[config.mk]
export PLATFORM = sky130hd
export DESIGN_NAME = local_port_sa_scheduler
export DESIGN_NICKNAME = d
export VERILOG_FILES = /design/src/rtl/rvh_noc_pkg.sv /design/src/rtl/local_port_look_adead_routing.sv /design/src/rtl/rr_arb.sv /design/src/rtl/local_port_sa_scheduler.sv
export SDC_FILE = /design/constraint.sdc
export NUM_CORES = 1
export LEC_CHECK = 0
export CAP_MARGIN = 25
export CORE_MARGIN = 10
export CORE_UTILIZATION = 50
export CTS_CLUSTER_DIAMETER = 200
export DETAILED_ROUTE_END_ITERATION = 7
export PLACE_DENSITY = 0.76
export SLEW_MARGIN = 10
export SYNTH_ARGS = -nofsm -noshare
export SYNTH_HDL_FRONTEND = slang
export SYNTH_HIERARCHICAL = 1
export SYNTH_SLANG_ARGS = --single-unit
[constraint.sdc]
create_clock -name clk -period 3.2 [get_ports clk]
set_input_delay 0.32 -clock clk [delete_from_list [all_inputs] [get_ports clk]]
set_output_delay 0.32 -clock clk [all_outputs]
set_load 0.01 [all_outputs]
[src/rtl/rvh_noc_pkg.sv]
// Shared NoC types: mesh direction indices, coordinate and port-index widths,
// and the per-direction packet lock states.
package rvh_noc_pkg;

    localparam int NodeID_X_Width     = 2;
    localparam int NodeID_Y_Width     = 2;
    localparam int LocalPortIdx_Width = 2;
    localparam int DIR_NUM            = 4;

    typedef enum logic [1:0] {
        N = 2'd0,
        S = 2'd1,
        E = 2'd2,
        W = 2'd3
    } io_port_t;

    typedef logic lock_state_t;
    localparam lock_state_t IDLE   = 1'b0;
    localparam lock_state_t LOCKED = 1'b1;

    // Round-robin successor of a winning index among num requesters.
    function automatic logic [LocalPortIdx_Width-1:0] rr_next(
        input logic [LocalPortIdx_Width-1:0] idx,
        input int                            num
    );
        if (int'(idx) >= num - 1) return '0;
        return idx + LocalPortIdx_Width'(1);
    endfunction

endpackage

[src/rtl/local_port_look_adead_routing.sv]
// XY look-ahead route for a local-port head flit; X is resolved first and a
// same-router target falls through to S, so the result is always a mesh port.
module local_port_look_adead_routing
    import rvh_noc_pkg::*;
(
    input  logic [NodeID_X_Width-1:0] node_id_x_src_i,
    input  logic [NodeID_Y_Width-1:0] node_id_y_src_i,
    input  logic [NodeID_X_Width-1:0] node_id_x_tgt_i,
    input  logic [NodeID_Y_Width-1:0] node_id_y_tgt_i,
    output logic [1:0]                look_ahead_routing_o
);

    always_comb begin
        if (node_id_x_src_i < node_id_x_tgt_i)      look_ahead_routing_o = E;
        else if (node_id_x_src_i > node_id_x_tgt_i) look_ahead_routing_o = W;
        else if (node_id_y_src_i < node_id_y_tgt_i) look_ahead_routing_o = N;
        else                                        look_ahead_routing_o = S;
    end

endmodule

[src/rtl/rr_arb.sv]
// Round-robin arbiter with an externally held priority pointer; the first
// requester at or after ptr_i (wrapping) wins.
module rr_arb #(
    parameter int WIDTH = 2,
    parameter int IDX_W = 2
) (
    input  logic [WIDTH-1:0] req_i,
    input  logic [IDX_W-1:0] ptr_i,
    output logic [WIDTH-1:0] gnt_o,
    output logic             gnt_vld_o,
    output logic [IDX_W-1:0] gnt_idx_o
);

    always_comb begin
        gnt_o     = '0;
        gnt_vld_o = 1'b0;
        gnt_idx_o = '0;
        for (int k = 0; k < WIDTH; k++) begin
            for (int j = 0; j < WIDTH; j++) begin
                if (!gnt_vld_o && req_i[j] && (((int'(ptr_i) + k) % WIDTH) == j)) begin
                    gnt_vld_o = 1'b1;
                    gnt_o[j]  = 1'b1;
                    gnt_idx_o = IDX_W'(j);
                end
            end
        end
    end

endmodule

[src/rtl/local_port_sa_scheduler.sv]
// Local-port switch-allocation scheduler: routes head flits, arbitrates each
// mesh direction round-robin, holds grants per packet and tracks credits.
module local_port_sa_scheduler
    import rvh_noc_pkg::*;
#(
    parameter int LOCAL_PORT_NUM = 2,
    parameter int CREDIT_DEPTH   = 4
) (
    input  logic                                     clk,
    input  logic                                     rstn,
    input  logic [NodeID_X_Width-1:0]                node_id_x_src_i,
    input  logic [NodeID_Y_Width-1:0]                node_id_y_src_i,
    input  logic [LOCAL_PORT_NUM-1:0]                req_vld_i,
    input  logic [LOCAL_PORT_NUM-1:0]                req_head_i,
    input  logic [LOCAL_PORT_NUM-1:0]                req_tail_i,
    input  logic [LOCAL_PORT_NUM*NodeID_X_Width-1:0] req_tgt_x_i,
    input  logic [LOCAL_PORT_NUM*NodeID_Y_Width-1:0] req_tgt_y_i,
    output logic [LOCAL_PORT_NUM-1:0]                req_rdy_o,
    input  logic [DIR_NUM-1:0]                       credit_rtn_i,
    output logic [DIR_NUM-1:0]                       out_vld_o,
    output logic [DIR_NUM*LocalPortIdx_Width-1:0]    out_sel_o
);

    localparam int CRD_W = $clog2(CREDIT_DEPTH + 1);
    localparam int IDX_W = LocalPortIdx_Width;
    localparam logic [CRD_W-1:0] CRD_MAX = CRD_W'(CREDIT_DEPTH);
    localparam logic [CRD_W-1:0] CRD_ONE = CRD_W'(1);

    logic [LOCAL_PORT_NUM-1:0][1:0] head_dir;
    logic [LOCAL_PORT_NUM-1:0][1:0] cur_dir;
    logic [LOCAL_PORT_NUM-1:0]      has_route;

    logic [LOCAL_PORT_NUM-1:0]      route_vld_q, route_vld_d;
    logic [LOCAL_PORT_NUM-1:0][1:0] route_dir_q, route_dir_d;

    lock_state_t [DIR_NUM-1:0]      lock_q, lock_d;
    logic [DIR_NUM-1:0][IDX_W-1:0]  owner_q, owner_d;
    logic [DIR_NUM-1:0][IDX_W-1:0]  rr_ptr_q, rr_ptr_d;
    logic [DIR_NUM-1:0][CRD_W-1:0]  credit_q, credit_d;
    logic [DIR_NUM-1:0]             out_vld_q, out_vld_d;
    logic [DIR_NUM-1:0][IDX_W-1:0]  out_sel_q, out_sel_d;

    logic [DIR_NUM-1:0][LOCAL_PORT_NUM-1:0] elig;
    logic [DIR_NUM-1:0][LOCAL_PORT_NUM-1:0] gnt;
    logic [DIR_NUM-1:0]                     gnt_vld;
    logic [DIR_NUM-1:0][IDX_W-1:0]          gnt_idx;
    logic [DIR_NUM-1:0]                     win_head;
    logic [DIR_NUM-1:0]                     win_tail;

    for (genvar gi = 0; gi < LOCAL_PORT_NUM; gi++) begin : g_route
        local_port_look_adead_routing u_route (
            .node_id_x_src_i      (node_id_x_src_i),
            .node_id_y_src_i      (node_id_y_src_i),
            .node_id_x_tgt_i      (req_tgt_x_i[gi*NodeID_X_Width +: NodeID_X_Width]),
            .node_id_y_tgt_i      (req_tgt_y_i[gi*NodeID_Y_Width +: NodeID_Y_Width]),
            .look_ahead_routing_o (head_dir[gi])
        );
        assign cur_dir[gi]   = req_head_i[gi] ? head_dir[gi] : route_dir_q[gi];
        assign has_route[gi] = req_head_i[gi] | route_vld_q[gi];
    end

    // rstn gates eligibility so nothing is accepted while reset is held.
    always_comb begin
        elig = '0;
        for (int d = 0; d < DIR_NUM; d++) begin
            for (int i = 0; i < LOCAL_PORT_NUM; i++) begin
                elig[d][i] = rstn && req_vld_i[i] && has_route[i]
                          && (cur_dir[i] == 2'(d))
                          && (credit_q[d] != '0)
                          && ((lock_q[d] == IDLE) || (owner_q[d] == IDX_W'(i)));
            end
        end
    end

    for (genvar gd = 0; gd < DIR_NUM; gd++) begin : g_arb
        rr_arb #(
            .WIDTH (LOCAL_PORT_NUM),
            .IDX_W (IDX_W)
        ) u_arb (
            .req_i     (elig[gd]),
            .ptr_i     (rr_ptr_q[gd]),
            .gnt_o     (gnt[gd]),
            .gnt_vld_o (gnt_vld[gd]),
            .gnt_idx_o (gnt_idx[gd])
        );
    end

    always_comb begin
        req_rdy_o = '0;
        win_head  = '0;
        win_tail  = '0;
        for (int d = 0; d < DIR_NUM; d++) begin
            req_rdy_o = req_rdy_o | gnt[d];
            for (int i = 0; i < LOCAL_PORT_NUM; i++) begin
                win_head[d] = win_head[d] | (gnt[d][i] & req_head_i[i]);
                win_tail[d] = win_tail[d] | (gnt[d][i] & req_tail_i[i]);
            end
        end
    end

    always_comb begin
        route_vld_d = route_vld_q;
        route_dir_d = route_dir_q;
        for (int i = 0; i < LOCAL_PORT_NUM; i++) begin
            if (req_rdy_o[i]) begin
                if (req_head_i[i] && !req_tail_i[i]) begin
                    route_vld_d[i] = 1'b1;
                    route_dir_d[i] = head_dir[i];
                end else if (req_tail_i[i]) begin
                    route_vld_d[i] = 1'b0;
                end
            end
        end
    end

    always_comb begin
        lock_d    = lock_q;
        owner_d   = owner_q;
        rr_ptr_d  = rr_ptr_q;
        credit_d  = credit_q;
        out_vld_d = gnt_vld;
        out_sel_d = out_sel_q;
        for (int d = 0; d < DIR_NUM; d++) begin
            if (gnt_vld[d]) begin
                out_sel_d[d] = gnt_idx[d];
                if (lock_q[d] == IDLE) begin
                    rr_ptr_d[d] = rr_next(gnt_idx[d], LOCAL_PORT_NUM);
                    if (win_head[d] && !win_tail[d]) begin
                        lock_d[d]  = LOCKED;
                        owner_d[d] = gnt_idx[d];
                    end
                end else if (win_tail[d]) begin
                    lock_d[d] = IDLE;
                end
            end
            // A return landing on a full counter is dropped (saturation).
            case ({gnt_vld[d], credit_rtn_i[d]})
                2'b10:   credit_d[d] = credit_q[d] - CRD_ONE;
                2'b01:   if (credit_q[d] != CRD_MAX) credit_d[d] = credit_q[d] + CRD_ONE;
                default: credit_d[d] = credit_q[d];
            endcase
        end
    end

    always_ff @(posedge clk or negedge rstn) begin
        if (!rstn) begin
            route_vld_q <= '0;
            route_dir_q <= '0;
            lock_q      <= {DIR_NUM{IDLE}};
            owner_q     <= '0;
            rr_ptr_q    <= '0;
            credit_q    <= {DIR_NUM{CRD_MAX}};
            out_vld_q   <= '0;
            out_sel_q   <= '0;
        end else begin
            route_vld_q <= route_vld_d;
            route_dir_q <= route_dir_d;
            lock_q      <= lock_d;
            owner_q     <= owner_d;
            rr_ptr_q    <= rr_ptr_d;
            credit_q    <= credit_d;
            out_vld_q   <= out_vld_d;
            out_sel_q   <= out_sel_d;
        end
    end

    assign out_vld_o = out_vld_q;
    assign out_sel_o = out_sel_q;

    for (genvar ga = 0; ga < LOCAL_PORT_NUM; ga++) begin : g_route_chk
        a_body_has_route: assert property (@(posedge clk) disable iff (!rstn)
            (req_vld_i[ga] && !req_head_i[ga]) |-> route_vld_q[ga])
            else $error("non-head flit on local port %0d without a stored route", ga);
    end

    for (genvar gc = 0; gc < DIR_NUM; gc++) begin : g_credit_chk
        a_credit_ovf: assert property (@(posedge clk) disable iff (!rstn)
            !(credit_rtn_i[gc] && !gnt_vld[gc] && (credit_q[gc] == CRD_MAX)))
            else $warning("credit return on full direction %0d ignored", gc);
    end

endmodule

==> impl_metrics.tcl <==
set metrics [dict create \
    fin_crit_ns 3.09 \
    slew_violations 0 \
    setup_viol 0 \
    finClkSkew_ns 0.00642 \
    dp_worst_setup_slack_ns -0.452 \
    initial_utilization_pct 51.3 \
    cts_made_buffers 5 \
    core_um2 5890 \
    hold_viol 0 \
    outcome "completed" \
    clk_path_buf_depth 2 \
    tightest_slew_ns 0.621 \
    io_buffers 37 \
    syn_area_um2 3020 \
    syn_avg_cell_area_um2 9.29 \
    cp_slowest_cell "or4_4" \
    crit_chain "clkdlybuf4s50_1 -> buf_4 -> ha_4 -> o21ai_2 -> a21oi_2 -> o22ai_2 -> nand3_2 -> a2111oi_1 -> buf_4 -> a21boi_2 -> or4_4 -> buf_6" \
    die_h_um 97.7 \
    grt.total_usage_pct 14.8 \
    die_area_um2 9540 \
    total_power_mw 2.67 \
    row_count 28 \
    leakagePower_nw 1.82 \
    htreeDepth 2 \
    cp.required_ns 2.88 \
    synth_nets 363 \
    antenna_found_initial 0 \
    dr.first_iter.drc_count 108 \
    vdd_drop_max_mv 0.476 \
    gp_congestion 0.891 \
    dp.cells 460 \
    clock_latency_ns 0.30 \
    grt_max_degree 26 \
    final_net_count 434 \
    die_width_um 97.7 \
    reg2reg_from "credit_q[6]" \
    cpPeakStageDelay_ns 0.57 \
    cts_tree "yes" \
    num_io_pins 38 \
    grt_first_pass_wirelength_mm 12.0 \
    setup_tns_ns 0 \
    diodes 0 \
    maxCapViolCount 0 \
    drive_gt1_share_pct 27.5 \
    holdCritPathClass "in -> async" \
    totalWireLength_mm 7.25 \
    multi_input_area_um2 1840 \
    finalWorstSetupSlack_ns 0.108 \
    cp_data_arrival_time_ns 2.77 \
    clkSinkCount 46 \
    max_slew_margin_pct 58.3 \
    crit_start "node_id_y_src_i[1]" \
    final_common_cell "dfrtp_1" \
    firstDrtPassIters 5 \
    placed_area_um2 3660 \
    post-route-cell-area_um2 4040 \
    crit_path_end_kind "primary output" \
    cp-start-kind "input pin" \
    wl_per_cell_um 15.4 \
    ff_latch_area_um2 1160 \
    hold_slack_ns 0.0520 \
    overflow 0 \
    cts-root-buf "clkbuf_8" \
    fillerInstances 444 \
    fin_cells 472 \
    setup.worst_path.class "in -> out" \
    grt_pass1_vias 2562 \
    clk_pin_slew_worst_paths_ns 0.09 \
    rrSetupSlack_ns 0.53 \
    viasPerCell 5.50 \
    vias 2594 \
    syn_inst 325 \
    area_growth_pct 33.9 \
    path_max_fanout 4 \
    crit_top_cell "buf_4" \
    final_cell_mix "42 x dfrtp_1, 40 x inv_1, 37 x buf_4" \
    finalCritPeriodShare_pct 96.6 \
    yosys_warnings 6 \
    postRouteAntennaNets 0 \
    fmax_mhz 323 \
    drc 0 \
    post-route-util_pct 68.7 \
    p_per_area_nw_per_um2 661 \
    place_hpwl_mm 5.28 \
]
## cell type report
cell class | count | area share, %
clock buffers | 6 | 2.04
clock inverters | 2 | 1.49
inverters | 41 | 3.81
multi-input cells | 227 | 45.4
flip-flops and latches | 46 | 28.6
well taps | 75 | 2.32
repair buffers | 75 | 16.3
## worst max-delay path, delay by kind of cell
kind | cells | cell delay [ns]
fa+ha+maj | 1 | 0.25
buf+inv | 4 | 0.95
compound gates | 5 | 0.55
simple gates | 2 | 0.69
## metal layers
| metal | wire length [µm] | track usage (%) | vias to the layer above |
|---|---|---|---|
| met2 | 3700 | 25.6 | 38 |
| met5 | 0 | 0 | - |
| met3 | 258 | 3.49 | 11 |
| met4 | 110 | 4.36 | 0 |
| met1 | 3180 | 17.8 | 1268 |
| li1 | - | - | 1277 |
## where the power goes
group          total, mW  internal (mW)  switching (mW)
Clock              0.535          0.333           0.201
Sequential          1.02          0.805           0.217
Combinational       1.11          0.606           0.509
Total               2.67           1.74           0.926
## worst paths after layout
| kind | cells after the start | to |
|---|---|---|
| worst max-delay path | 12 | req_rdy_o[1] |
| worst min-delay path | 1 | credit_q[5] |
| worst max register to register | 9 | credit_q[8] |
| worst min register to register | 1 | out_sel_o[2] |
| max in group asynchronous | 2 | route_dir_q[1] |
| min in group clk | 1 | out_sel_o[2] |
## state kept, by name, summed over array words and instances, names as in the netlist
register,cells
route_vld_q,2
out_sel_o,8
rr_ptr_q,4
owner_q,8
credit_q,12
out_vld_o,4
route_dir_q,4
lock_q,4
## timing repair
item,in CTS,in global routing
setup endpoints to repair,11,21
buffers inserted,0,4
pin swaps,3,21
endpoints found under the hold margin,3,0
hold buffers,1,0
resized for setup,22,40
No activity file was read; power rests on OpenSTA's default activity.
